<file path="src/rtl/score_scheduler.sv">
// Score scheduler: serialises territory-count requests, waits for the counter
// and turns territory, captures and komi into half-point scores and a winner.
module score_scheduler #(
  parameter int unsigned KOMI_X2     = 13,
  parameter int unsigned TIMEOUT_CYC = 1023
) (
  input  logic       clk_in,
  input  logic       rst_n_in,
  input  logic       move_req_in,
  input  logic       final_req_in,
  input  logic       new_game_in,
  input  logic [7:0] bcapt_in,
  input  logic [7:0] wcapt_in,
  output logic       terr_update_out,
  input  logic       terr_ready_in,
  input  logic [7:0] bterr_in,
  input  logic [7:0] wterr_in,
  output logic [9:0] bscore_x2_out,
  output logic [9:0] wscore_x2_out,
  output logic [1:0] winner_out,
  output logic       score_valid_out,
  output logic       final_out,
  output logic       busy_out,
  output logic       err_timeout_out
);

  localparam logic [9:0]  Komi   = 10'(KOMI_X2);
  localparam logic [15:0] CntMax = 16'(TIMEOUT_CYC - 1);

  typedef enum logic [2:0] {StIdle, StIssue, StWait, StAccum, StDone} state_e;

  state_e      state_q, state_d;
  logic        move_pend_q, move_pend_d;
  logic        final_pend_q, final_pend_d;
  logic        job_final_q, job_final_d;
  logic [15:0] cnt_q, cnt_d;
  logic [7:0]  bterr_q, bterr_d, wterr_q, wterr_d;
  logic [7:0]  bcapt_q, bcapt_d, wcapt_q, wcapt_d;
  logic [9:0]  bscore_q, bscore_d, wscore_q, wscore_d;
  logic [1:0]  winner_q, winner_d;
  logic        final_q, final_d;
  logic        err_q, err_d;

  logic        move_req, final_req;
  logic [9:0]  bscore_calc, wscore_calc;

  // Once the final result is latched, further requests are ignored.
  assign move_req  = move_req_in & ~final_q;
  assign final_req = final_req_in & ~final_q;

  assign bscore_calc = 10'((10'(bterr_q) + 10'(bcapt_q)) << 1);
  assign wscore_calc = 10'((10'(wterr_q) + 10'(wcapt_q)) << 1) + Komi;

  always_comb begin
    state_d      = state_q;
    move_pend_d  = move_pend_q;
    final_pend_d = final_pend_q;
    job_final_d  = job_final_q;
    cnt_d        = cnt_q;
    bterr_d      = bterr_q;
    wterr_d      = wterr_q;
    bcapt_d      = bcapt_q;
    wcapt_d      = wcapt_q;
    bscore_d     = bscore_q;
    wscore_d     = wscore_q;
    winner_d     = winner_q;
    final_d      = final_q;
    err_d        = err_q;

    if (new_game_in) begin
      // Abort everything; same-cycle requests are dropped.
      state_d      = StIdle;
      move_pend_d  = 1'b0;
      final_pend_d = 1'b0;
      job_final_d  = 1'b0;
      cnt_d        = '0;
      bscore_d     = '0;
      wscore_d     = '0;
      winner_d     = '0;
      final_d      = 1'b0;
      err_d        = 1'b0;
    end else begin
      if (move_req)  move_pend_d  = 1'b1;
      if (final_req) final_pend_d = 1'b1;

      case (state_q)
        StIdle: begin
          if (final_pend_d || move_pend_d) begin
            state_d     = StIssue;
            job_final_d = final_pend_d;
            // A final job supersedes any outstanding move refresh.
            if (final_pend_d) final_pend_d = 1'b0;
            move_pend_d = 1'b0;
          end
        end
        StIssue: begin
          cnt_d   = '0;
          state_d = StWait;
        end
        StWait: begin
          if (terr_ready_in) begin
            bterr_d = bterr_in;
            wterr_d = wterr_in;
            bcapt_d = bcapt_in;
            wcapt_d = wcapt_in;
            state_d = StAccum;
          end else if (cnt_q == CntMax) begin
            err_d   = 1'b1;
            state_d = StIdle;
          end else begin
            cnt_d = cnt_q + 16'd1;
          end
        end
        StAccum: begin
          bscore_d = bscore_calc;
          wscore_d = wscore_calc;
          if (bscore_calc > wscore_calc) begin
            winner_d = 2'b01;
          end else if (wscore_calc > bscore_calc) begin
            winner_d = 2'b10;
          end else begin
            winner_d = 2'b00;
          end
          state_d = StDone;
        end
        StDone: begin
          if (job_final_q) final_d = 1'b1;
          state_d = StIdle;
        end
        default: state_d = StIdle;
      endcase
    end
  end

  always_ff @(posedge clk_in or negedge rst_n_in) begin
    if (!rst_n_in) begin
      state_q      <= StIdle;
      move_pend_q  <= 1'b0;
      final_pend_q <= 1'b0;
      job_final_q  <= 1'b0;
      cnt_q        <= '0;
      bterr_q      <= '0;
      wterr_q      <= '0;
      bcapt_q      <= '0;
      wcapt_q      <= '0;
      bscore_q     <= '0;
      wscore_q     <= '0;
      winner_q     <= '0;
      final_q      <= 1'b0;
      err_q        <= 1'b0;
    end else begin
      state_q      <= state_d;
      move_pend_q  <= move_pend_d;
      final_pend_q <= final_pend_d;
      job_final_q  <= job_final_d;
      cnt_q        <= cnt_d;
      bterr_q      <= bterr_d;
      wterr_q      <= wterr_d;
      bcapt_q      <= bcapt_d;
      wcapt_q      <= wcapt_d;
      bscore_q     <= bscore_d;
      wscore_q     <= wscore_d;
      winner_q     <= winner_d;
      final_q      <= final_d;
      err_q        <= err_d;
    end
  end

  // Decoded straight from the state register so async reset drops them at once.
  assign terr_update_out = (state_q == StIssue);
  assign score_valid_out = (state_q == StDone);
  assign busy_out        = (state_q != StIdle);
  assign bscore_x2_out   = bscore_q;
  assign wscore_x2_out   = wscore_q;
  assign winner_out      = winner_q;
  assign final_out       = final_q;
  assign err_timeout_out = err_q;

endmodule

</file>
<file path="config.mk">
export PLATFORM = sky130hd
export DESIGN_NAME = score_scheduler
export DESIGN_NICKNAME = d
export VERILOG_FILES = /design/src/rtl/score_scheduler.sv
export SDC_FILE = /design/constraint.sdc
export NUM_CORES = 1
export LEC_CHECK = 0
export CAP_MARGIN = 0
export CORE_ASPECT_RATIO = 0.6
export CORE_MARGIN = 3
export CORE_UTILIZATION = 35
export DETAILED_ROUTE_END_ITERATION = 8
export PLACE_DENSITY = 0.56
export SLEW_MARGIN = 0
export SYNTH_ARGS = -nofsm -noshare
export SYNTH_HDL_FRONTEND = slang
export SYNTH_SLANG_ARGS = --single-unit
</file>
<file path="constraint.sdc">
create_clock -name clk_in -period 4.75 [get_ports clk_in]
set_input_delay 0.95 -clock clk_in [delete_from_list [all_inputs] [get_ports clk_in]]
set_output_delay 0.95 -clock clk_in [all_outputs]
set_load 0.02 [all_outputs]
</file>
==> flow_metrics.py <==
metrics = {
    "pwr": {
        "internal-power_w": 0.00239,
        "power.switching_w": 0.00168,
        "sequentialPowerShare": 0.230,
        "sw_frac_of_total": 0.412,
        "leakagePower_nw": 2.31,
        "ir_worst_vdd_mv": 0.338,
        "p_comb_frac": 0.570,
        "pwr_density_cell_nw_per_um2": 751,
        "pwr-share-clk": 0.200,
    },
    "timing": {
        "totalNegativeSetupSlack_ps": 0,
        "worst_pin_slew_ps": 998,
        "rsz0062_at_grt": "false",
        "clock_skew_ps": 7.33,
        "layout_min_cycle_time_ps": 3590,
        "hold_violations": 0,
        "setup-violations-final": 0,
        "period_share": 0.756,
        "setup_ws_ps": 1160,
        "max_slew_margin": 0.334,
        "slew_violations": 0,
        "fmax_mhz": 278,
    },
    "routing": {
        "via_per_inst": 5.12,
        "drc": 0,
        "ant_nets": 0,
        "post_drt_wl_per_cell_um": 15.6,
        "totalWireLength_mm": 10.0,
        "via_count": 3279,
        "first_pass_iters": 4,
        "drtIter0Drc": 206,
    },
    "critical_path": {
        "r2r_start": "wterr_q[0]",
        "arrival_ps": 3790,
        "crit_type": "reg -> reg",
        "rr_worst_depth": 14,
        "timing.rr.end": "winner_out[1]",
        "cp_max_fo": 3,
        "startpoint": "wterr_q[0]",
        "crit_required_ps": 4950,
        "cp-start-kind": "flip-flop",
        "cp-end-kind": "flip-flop",
        "rrSetupSlack_ps": 1160,
    },
    "synth": {
        "netlist_area_sq_um": 4290,
        "async_reset_ff_frac": 1.00,
        "syn_inst": 416,
        "synth_edf_count": 0,
        "synth.avg_cell_area_sq_um": 10.3,
        "ys_seq_area_frac": 0.449,
        "yosysWarnings": 0,
        "postSynthNetCount": 483,
        "synth_ff_type": "dfrtp_1",
        "ys_ff_latch": 77,
        "synth_cell_types": 63,
    },
    "clocking": {
        "cts_resized": 0,
        "htreeDepth": 3,
        "cts_setup_buffers": 0,
        "cts_made_buffers": 9,
        "cts_tree": "built",
        "clkTransAtPathRegs_ps": 60,
        "clock_latency_ps": 330,
        "cts_root_buf": "clkbuf_16",
        "cts_buffer_depth": 2,
        "cts.sinks": 77,
        "hold_buffers": 0,
    },
    "grt": {
        "grt_pass1_wl_mm": 16.5,
        "gr-total-overflow": 0,
        "grt_pass1_vias": 3175,
        "gr-usage-all-layers": 0.152,
        "antenna_found_initial": 0,
        "grt_max_degree": 78,
    },
    "min_path": {
        "min_path_type": "reg -> reg",
        "min_path_cells": 1,
        "whs_endpoint": "cnt_q[8]",
        "hp-start": "cnt_q[8]",
    },
    "floorplanning": {
        "die-height_um": 91.8,
        "boundaryPins": 65,
        "rows": 30,
        "die_width_um": 149,
        "dieArea_sq_um": 13700,
        "core_area_sq_um": 11600,
        "start_util": 0.369,
    },
    "flow_run": {
        "drv_cap": 0,
    },
    "placed_design": {
        "dpl.hpwl_mm": 7.20,
        "place_ws_ps": 1180,
        "numPortBuffers": 63,
        "finalWeightedCongestion": 0.823,
    },
    "final_layout": {
        "areaGrowthSynthToFinish_pct": 26.2,
        "final_core_util": 0.466,
        "nets": 543,
        "drive_gt1_frac": 0.127,
        "antennaDiodeCount": 0,
    },
    "outcome": {
        "status": "complete, no violations",
    },
}
-- cells in the mapped netlist, drive strengths merged (9+ instances only) --
library cell  number  area, sq um
nor3              12         60.1
nand2             26          100
o21ai             25          125
a21oi             21          120
dfrtp             77         1930
nand3             15         80.1
o31ai             11         82.6
nor2              37          139
inv               19         71.3
ha                27          338
nand2b             9         58.8
mux2              32          360
-- worst max-delay path, stage by stage, from the launching register on --
cell,delay [ps]
dfrtp_1,380
ha_1,240
fa_1,430
xnor2_1,170
ha_1,250
a211o_1,250
a211oi_2,240
nand2_1,130
nor2_1,130
xnor2_1,80
ha_1,210
or3_1,420
or2_2,290
a22oi_1,170
nor3b_1,80
-- registers in the layout, indices dropped and copies added (netlist names), 2 cells and up --
| name | flops |
|---|---|
| bcapt_q | 8 |
| bscore_x2_out | 9 |
| bterr_q | 8 |
| cnt_q | 16 |
| state_q | 3 |
| wcapt_q | 8 |
| winner_out | 2 |
| wscore_x2_out | 10 |
| wterr_q | 8 |
-- power groups by stage --
stage	Sequential [W]	Combinational, W	Clock (W)
5_1_grt	0.000963	0.00262	0.000865
2_1_floorplan	0.000939	0.00176	0
6_report	0.000936	0.00232	0.000814
3_3_place_gp	0.000939	0.00229	0
3_5_place_dp	0.000950	0.00231	0
4_1_cts	0.000938	0.00234	0.000834
-- kinds of logic (layout without fill, tap and decap cells) --
logic type                 after synthesis  in the layout  synth area share
and+or+nand+nor                        124            124             0.145
AOI/OAI and AO/OA                      104            104             0.171
DFF                                     77             77             0.449
buffers and inverters                   34             99            0.0326
muxes                                   32             32            0.0839
adders and majority gates               29             29            0.0880
xor gates and xnor gates                15             15            0.0306
other                                    1              1          0.000874
-- worst max-delay path by stage --
stage                                to  slack, ps  depth (start not counted)
final                     winner_out[1]       1160                         14
after global placement    winner_out[1]       1270                         14
after detailed placement  winner_out[1]       1180                         14
after global routing      winner_out[1]        910                         14
after floorplan           winner_out[1]       1430                         14
after CTS                 winner_out[1]       1170                         14
-- final cells by class --
class                           count  area [sq um]
Tap cell                          160           200
Clock buffer                       11           253
Fill cell                        1103          6220
Timing Repair Buffer               64           636
Clock inverter                      5           106
Inverter                           19          71.3
Multi-Input combinational cell    305          2230
Sequential cell                    77          1930
-- placed cells by master, fill, tap and decap left out, drive strengths merged, types with 3 or more instances in the layout --
master,Yosys,layout
ha,27,27
inv,19,19
a211o,4,4
bufinv,0,3
a211oi,8,8
nand2,26,26
clkdlybuf4s50,0,62
and3,5,5
mux2,32,32
nor4,3,3
clkbuf,7,11
xnor2,7,7
nor3,12,12
dfrtp,77,77
o21a,4,4
nand3,15,15
a21o,3,3
xor2,8,8
o21ai,25,25
nor3b,5,5
o41ai,3,3
nor2,37,37
nand2b,9,9
a31oi,8,8
a31o,3,3
a21oi,21,21
o31ai,11,11
-- metal layers --
layer	track usage	share of wire
met1	0.232	0.53
met2	0.206	0.41
met3	0.0444	0.051
met4	0.0381	0.0089
met5	0	0
-- stage by stage --
| stage | instances | area (sq um) | power (W) | hold slack, ps |
|---|---|---|---|---|
| floorplan | 416 | 4290 | 0.00269 | 446 |
| global placement | 625 | 5060 | 0.00323 | 470 |
| detailed placement | 625 | 5060 | 0.00326 | 486 |
| CTS | 641 | 5420 | 0.00411 | 497 |
| global route | 641 | 5420 | 0.00445 | 528 |
| finish | 641 | 5420 | 0.00407 | 491 |
(Power assumes the default switching activity.)
